**config.mk**
```make
export PLATFORM = sky130hd
export DESIGN_NAME = pipo_load_arbiter
export DESIGN_NICKNAME = d
export VERILOG_FILES = /design/src/rtl/pipo_pkg.sv /design/src/rtl/pipo_load_arbiter_rr_pick.sv /design/src/rtl/pipo_load_arbiter.sv
export SDC_FILE = /design/constraint.sdc
export NUM_CORES = 1
export LEC_CHECK = 0
export ABC_AREA = 1
export CAP_MARGIN = 10
export CORE_MARGIN = 2
export CORE_UTILIZATION = 42
export DETAILED_ROUTE_END_ITERATION = 8
export HOLD_SLACK_MARGIN = 0.15
export PLACE_DENSITY = 0.86
export RECOVER_POWER = 50
export SYNTH_ARGS = -nofsm -noshare
export SYNTH_HDL_FRONTEND = slang
export SYNTH_SLANG_ARGS = --single-unit
export TNS_END_PERCENT = 50
```
**constraint.sdc**
```tcl
create_clock -name clk -period 1.6 [get_ports clk]
set_clock_uncertainty 0.05 [all_clocks]
set_input_delay 0.4 -clock clk [delete_from_list [all_inputs] [get_ports clk]]
set_output_delay 0.4 -clock clk [all_outputs]
set_load 0.02 [all_outputs]
```
**src/rtl/pipo_pkg.sv**
```systemverilog
// pipo_pkg: shared FSM states, default sizes and index-width helper for the pipo load arbiter.
package pipo_pkg;
  typedef enum logic [1:0] {S_IDLE, S_LOAD, S_HOLD} state_t;
  localparam int WIDE_D = 4;
  localparam int NREQ_D = 4;
  localparam int HOLD_D = 2;
  function automatic int idx_w(input int n);
    return (n > 1) ? $clog2(n) : 1;
  endfunction
endpackage

```
**src/rtl/pipo_load_arbiter_rr_pick.sv**
```systemverilog
// rr_pick: combinational round-robin search for the first set request at or after pointer p.
module rr_pick #(
  parameter int NREQ = 4,
  parameter int IW = 2
) (
  input  logic [NREQ-1:0] req,
  input  logic [IW-1:0]   p,
  output logic            valid,
  output logic [IW-1:0]   win
);
  always_comb begin
    valid = 1'b0;
    win = '0;
    for (int k = NREQ - 1; k >= 0; k--) begin
      if (req[(int'(p) + k) % NREQ]) begin
        valid = 1'b1;
        win = IW'((int'(p) + k) % NREQ);
      end
    end
  end
endmodule

```
**src/rtl/pipo_load_arbiter.sv**
```systemverilog
// pipo_load_arbiter: round-robin load controller driving one shared pipo register's go/sh inputs.
// Define PIPO_ARB_PRIO_EN to give requester 0 fixed top priority over a 1..NREQ-1 round robin.
module pipo_load_arbiter
  import pipo_pkg::*;
#(
  parameter int WIDE = WIDE_D,
  parameter int NREQ = NREQ_D,
  parameter int HOLD = HOLD_D
) (
  input  logic                     clk,
  input  logic                     reset,
  input  logic [NREQ-1:0]          req,
  input  logic [NREQ*WIDE-1:0]     data,
  output logic [NREQ-1:0]          gnt,
  output logic [WIDE-1:0]          go,
  output logic                     sh,
  output logic [$clog2(NREQ)-1:0]  owner,
  output logic                     busy
);
  localparam int IW = idx_w(NREQ);
  localparam int CW = idx_w(HOLD + 1);
  state_t state, state_n;
  logic [IW-1:0] p, p_n, pw, w;
  logic [CW-1:0] cnt;
  logic [NREQ-1:0] rr_req;
  logic pv, valid;
  rr_pick #(.NREQ(NREQ), .IW(IW)) u_pick (.req(rr_req), .p(p), .valid(pv), .win(pw));
`ifdef PIPO_ARB_PRIO_EN
  // Requester 0 bypasses the rotation and leaves the pointer where it was.
  assign rr_req = {req[NREQ-1:1], 1'b0};
  assign valid = req[0] | pv;
  assign w = req[0] ? '0 : pw;
  assign p_n = req[0] ? p : (pw == IW'(NREQ - 1)) ? IW'(1) : pw + IW'(1);
`else
  assign rr_req = req;
  assign valid = pv;
  assign w = pw;
  assign p_n = (pw == IW'(NREQ - 1)) ? '0 : pw + IW'(1);
`endif
  assign busy = (state != S_IDLE);
  always_comb begin
    state_n = (state == S_IDLE) ? (valid ? S_LOAD : S_IDLE) :
              (state == S_LOAD) ? S_HOLD :
              (cnt == '0) ? S_IDLE : S_HOLD;
  end
  always_ff @(posedge clk or negedge reset) begin
    if (!reset) state <= S_IDLE;
    else state <= state_n;
  end
  always_ff @(posedge clk or negedge reset) begin
    if (!reset) begin
      go <= '0;
      sh <= 1'b0;
      gnt <= '0;
      owner <= '0;
      p <= '0;
      cnt <= '0;
    end else begin
      sh <= 1'b0;
      gnt <= '0;
      if (state == S_IDLE && valid) begin
        go <= data[w*WIDE +: WIDE];
        owner <= w;
        gnt <= NREQ'(1) << w;
        sh <= 1'b1;
        p <= p_n;
      end
      if (state == S_LOAD) cnt <= CW'(HOLD - 1);
      else if (state == S_HOLD && cnt != '0) cnt <= cnt - CW'(1);
    end
  end
endmodule
```
==> After elaboration in Yosys (flattened, before gate mapping) <==
Index checks and enable logic that the tools add are counted.
{ "op_classes": {"addsub": 5, "order_cmp": 4, "n_eq_ne": 3, "n_shift": 2, "muxes": 28, "bitwise_logic": 3, "n_reduce_logical": 10} }
{ "ops": {"columns": ["cell", "n"], "rows": [
  ["$mux 2", 10],
  ["$shiftx 16x5->4", 1],
  ["$mux 1", 13],
  ["$lt 3x4->1 const B", 3],
  ["$bmux 1 s2", 4],
  ["$reduce_bool 2->1", 3],
  ["$reduce_or 2->1", 3],
  ["$add 2x1->2 const B", 2],
  ["$add 2x2->2 const B", 2],
  ["$eq 2x2->1 const B", 2],
  ["$logic_not 2->1", 2],
  ["$mux 4", 1],
  ["$shl 1x2->4 const A", 1],
  ["$and 1x1->1 const A", 3],
  ["$lt 2x3->1 const B", 1],
  ["$eq 2x1->1 const B", 1],
  ["$logic_and 1x1->1", 2],
  ["$sub 2x1->2 const B", 1]
]} }
{ "totals": {"ff_bits": 17, "output_inout_bits": 12, "word_cells": 62} }

==> Longest topological paths before layout <==
{ "logic_depth": {"ltp_word": 12, "depth_mapped": 15} }

==> Modules after synthesis <==
A second synthesis with hierarchy kept.
{ "hier_totals": {"hier_cells": 152, "hier_area_um2": 1062.3} }
{ "modules_own_cells": {"columns": ["module", "instances", "cells_per_inst", "area_per_inst_um2"], "rows": [
  ["pipo_load_arbiter", 1, 106, 849.6],
  ["rr_pick", 1, 46, 212.7]
]} }

==> Least setup slack after synthesis <==
OpenSTA, ideal clock, no wires.
{ "synth_path": {"path_kind": "register to register", "start": "register p[0]", "end": "register p[1]", "arrival_time_ps": 1539, "required_time_ps": 1424, "setup_slack_ps": -115, "stages_incl_launch_ff": 14, "path_buffers": 1, "synth_period_minus_slack_ps": 1715, "path_cell_list": "dfrtp_1 -> buf_6 -> inv_4 -> nand2_1 -> nand2_1 -> nand2_2 -> nand2_4 -> nor2_4 -> nor2_4 -> nand2_8 -> nand2_8 -> ha_1 -> nand2_1 -> o21ai_0"} }
{ "synth_via": {"elab_chain_len": 10, "elab_cells_between_ends": 26, "cone_classes": "add/sub: 4; eq/ne: 1; mux: 20; reduce/logical: 1"} }
{ "synth_rtl": {"columns": ["element", "line_no", "rtl"], "rows": [
  ["from (decl)", "pipo_load_arbiter.sv:23", "logic [IW-1:0] p, p_n, pw, w;"],
  ["from (signal assigned)", "pipo_load_arbiter.sv:66", "p <= p_n;"],
  ["$add 2x2->2", "pipo_load_arbiter_rr_pick.sv:15, pipo_load_arbiter_rr_pick.sv:17", null],
  ["$bmux 1 s2", "pipo_load_arbiter_rr_pick.sv:15", "if (req[(int'(p) + k) % NREQ]) begin"],
  ["$mux 1 (implied by the code) (2 in series)", "pipo_load_arbiter_rr_pick.sv:15", null],
  ["$mux 2 (3 in series)", "pipo_load_arbiter_rr_pick.sv:15", null],
  ["$mux 2 (*)", "pipo_load_arbiter_rr_pick.sv:15", null],
  ["$add 2x1->2 / $eq 2x2->1 (equally long branches)", "pipo_load_arbiter.sv:38", "assign p_n = (pw == IW'(NREQ - 1)) ? '0 : pw + IW'(1);"],
  ["$mux 2 (*)", "pipo_load_arbiter.sv:38", null],
  ["via p_n[1]", "pipo_load_arbiter.sv:23", null]
]} }
The timed path passes the listed nets; every way through them passes the cells marked *. The select of a mux whose other input is x is not followed.
A chain may end at the register's enable or synchronous reset.

==> Worst setup path in the final report <==
Ends and elaborated chain as after synthesis.

==> run metrics <==
Synth top area share 36.00%; dpl cells 234; Synth Register Bits 16; failing checks negative setup slack; Placement Rows 18; Worst setup SP type register; CP max stage cell dfrtp_2; min Tclk post-route 1902 ps; Sequential Power Share 13.8%; final period utilization 118.9%; Worst Path Required 1730 ps; Placed Area 1624 sq um; share of cells above drive strength 1 39.91%; initial antenna violation count 0; Setup WS post-layout -302.1 ps; remaining global-route overflow 0; # IOs 34; fillcell total 143; CTS H-tree depth 1; Clock Latency Late Sink 290 ps; area grow syn2layout 82.23%; DPL Wire Length 2034 um; top-count cell post-synth nand2_1; die height 55.46 um; Starting Density 44.49%; first-pass GRT wire length 5071 um; hold_ws 437.1 ps; Max VDD drop 1810 uV; CP arrival 2030 ps; Async S/R FF share, synth 100.0%; Final Non-Filler Cells 248; CTS Buf Count 3; Post-synth EDFFs 0; Pre-antenna DRT Iters 4; critical-path cell list buf_12 -> nand2_4 -> nand3_4 -> nand2_2 -> inv_2 -> nand2_2 -> nand3_4 -> a21boi_4 -> ha_4 -> nand2_1 -> o21ai_1; Storage cell area 401.6 sq um; core area 2500 sq um; synth top area cells dfrtp_1, nand2_1, nand3_1, inv_1, nand2_8; Max Fanout on Critical Path 5; Routed Antenna Nets 0; clk sinks 16; HP Class register to register; commonest cells in the netlist nand2_1, inv_1, nand3_1; synthesized area per cell 7.040 sq um; Multi-input gate area 869.6 sq um; DRC 0; top_reg_cell synth dfrtp_1; Crit Path Class register to register; outcome finished, violations left; maximum number of pins on one net before global-route repair 17; die area 3076 sq um; Max Cap Violations 0; final hold vios 0; DR vias 1264; switching portion of total power 50.92%; kind of end point of the critical path register; LEAKAGE 1.099 nW; Clock Power Share 4.2%; Via density 5.097; CP top delay family simple AND/OR/NAND/NOR gates; Int Power 2.540 mW; Rel. slew slack 43.22%; deepest clock path buffer count 2; library cells used by synthesis 21; DIE WIDTH 55.46 um; IO Port Bufs 33; sequential cell area fraction in the yosys report 36.00%; Power per Cell Area 2553 nW/um^2; Comb pwr share 82.0%; Syn Nets 182; Post-Syn Instances 158; Worst-path clk slew 90 ps; f_max 525.7 MHz; diodes inserted 0; DRT iter0 DRCs 49; GRT Overall Usage 20.33%; vias in the first global route 1191; Least-Margin Pin Slew 851.7 ps; Final GP Congestion 0.8489; fin util 81.08%; Yosys Warn Count 0; WL final 3513 um; drt wl/cell 14.17 um; unrepaired setup endpoints after global routing yes; Mapped Area 1112 sq um; Slew Limit Fails 0; P_sw 2.635 mW; CTS tree built; max incr delay on CP 470 ps; final setup violation count 13; Synth area leader dfrtp_1; root buffer cell clkbuf_4; Buf/Inv on CP 2; Final Instance Area 2027 sq um; Post-layout nets 244
logic make-up (layout without fill, tap and decap cells):
kind of cell,count (synthesis),count (layout),share of synthesized area (%)
AOI/OAI and AO/OA,10,10,5.625
buffers and inverters,34,93,12.71
adders and majority gates,2,2,2.249
and+or+nand+nor,96,97,43.42
DFF,16,16,36.00
sequential cells by signal, indices dropped and copies added, names as in the netlist:
signal	cells
gnt	4
go	4
cnt	2
owner	2
p	2
state	2
worst register-to-register path: cells and delay by family (launching register included):
| kind | cells | cell delay [ps] |
|---|---|---|
| flops | 1 | 470 |
| simple gates | 6 | 500 |
| compound gates | 2 | 320 |
| buf+inv | 2 | 230 |
| fa+ha+maj | 1 | 230 |
power by group through the flow:
stage	Combinational (mW)	Sequential, mW	Clock [mW]
after detailed placement	2.96	0.733	0
after global placement	2.86	0.723	0
after global routing	4.57	0.739	0.237
after CTS	3.34	0.727	0.213
final	4.24	0.716	0.216
after floorplan	1.81	0.818	0
timing repair:
item	in CTS	in global routing
cloned	1	1
endpoints found under the setup margin	25	14
gates resized for setup	42	48
hold buffers	0	0
setup buffers	3	6
pin swaps	22	5
through the flow:
stage	setup slack, ps	power, mW	TNS (ps)
global placement	-529.4	3.587	-5699
CTS	-171.5	4.277	-1562
floorplan	-78.58	2.632	-190.3
global route	-375.9	5.543	-3686
detailed placement	-557.8	3.696	-6199
finish	-302.1	5.175	-2531
final timing paths:
path	start	endpoint	slack, ps	depth (start not counted)
max	p[0]$_DFFE_PN0P_	p[1]$_DFFE_PN0P_	-300	11
min	go[2]$_DFFE_PN0P_	go[2]$_DFFE_PN0P_	440	2
max reg2reg	p[0]$_DFFE_PN0P_	p[1]$_DFFE_PN0P_	-300	11
min reg2reg	go[2]$_DFFE_PN0P_	go[2]$_DFFE_PN0P_	440	2
max in group asynchronous	reset	p[0]$_DFFE_PN0P_	250	2
min in group asynchronous	reset	state[1]$_DFF_PN0_	670	2
routing by layer:
layer / GRT usage, % / routed length [um] / vias up
li1: - / - / 616
met1: 24.89 / 1515 / 590
met2: 35.03 / 1730 / 43
met3: 0.9368 / 131 / 15
met4: 12.20 / 135 / 0
met5: 0 / 0 / -
cells in the final DEF, fill, tap and decap left out:
cell type	instances
nand2_1	34
inv_1	27
nand2_4	21
clkdlybuf4s50_1	16
dfrtp_1	15
dlygate4sd2_1	15
buf_4	14
nand3_2	10
nand2_2	8
nand3_1	8
nand3_4	6
buf_6	6
nor2_1	5
o21ai_0	4
inv_2	3
clkbuf_4	3
buf_12	3
nor2_4	2
nand2_8	2
o21ai_1	2
clkinv_4	1
a21boi_4	1
a31oi_4	1
inv_4	1
nor2_2	1
o21a_1	1
o31ai_1	1
ha_4	1
ha_1	1
clkbuf_16	1
dlygate4sd3_1	1
clkbuf_2	1
dfrtp_2	1
clkbuf_1	1
cell type report:
cell class	count	area share, %
timing repair buffer	58	28.02
tap	30	1.852
sequential	16	19.81
multi-input combinational	109	42.90
clock buffer	3	1.111
inverter	32	6.296
(Power assumes the default switching activity.)
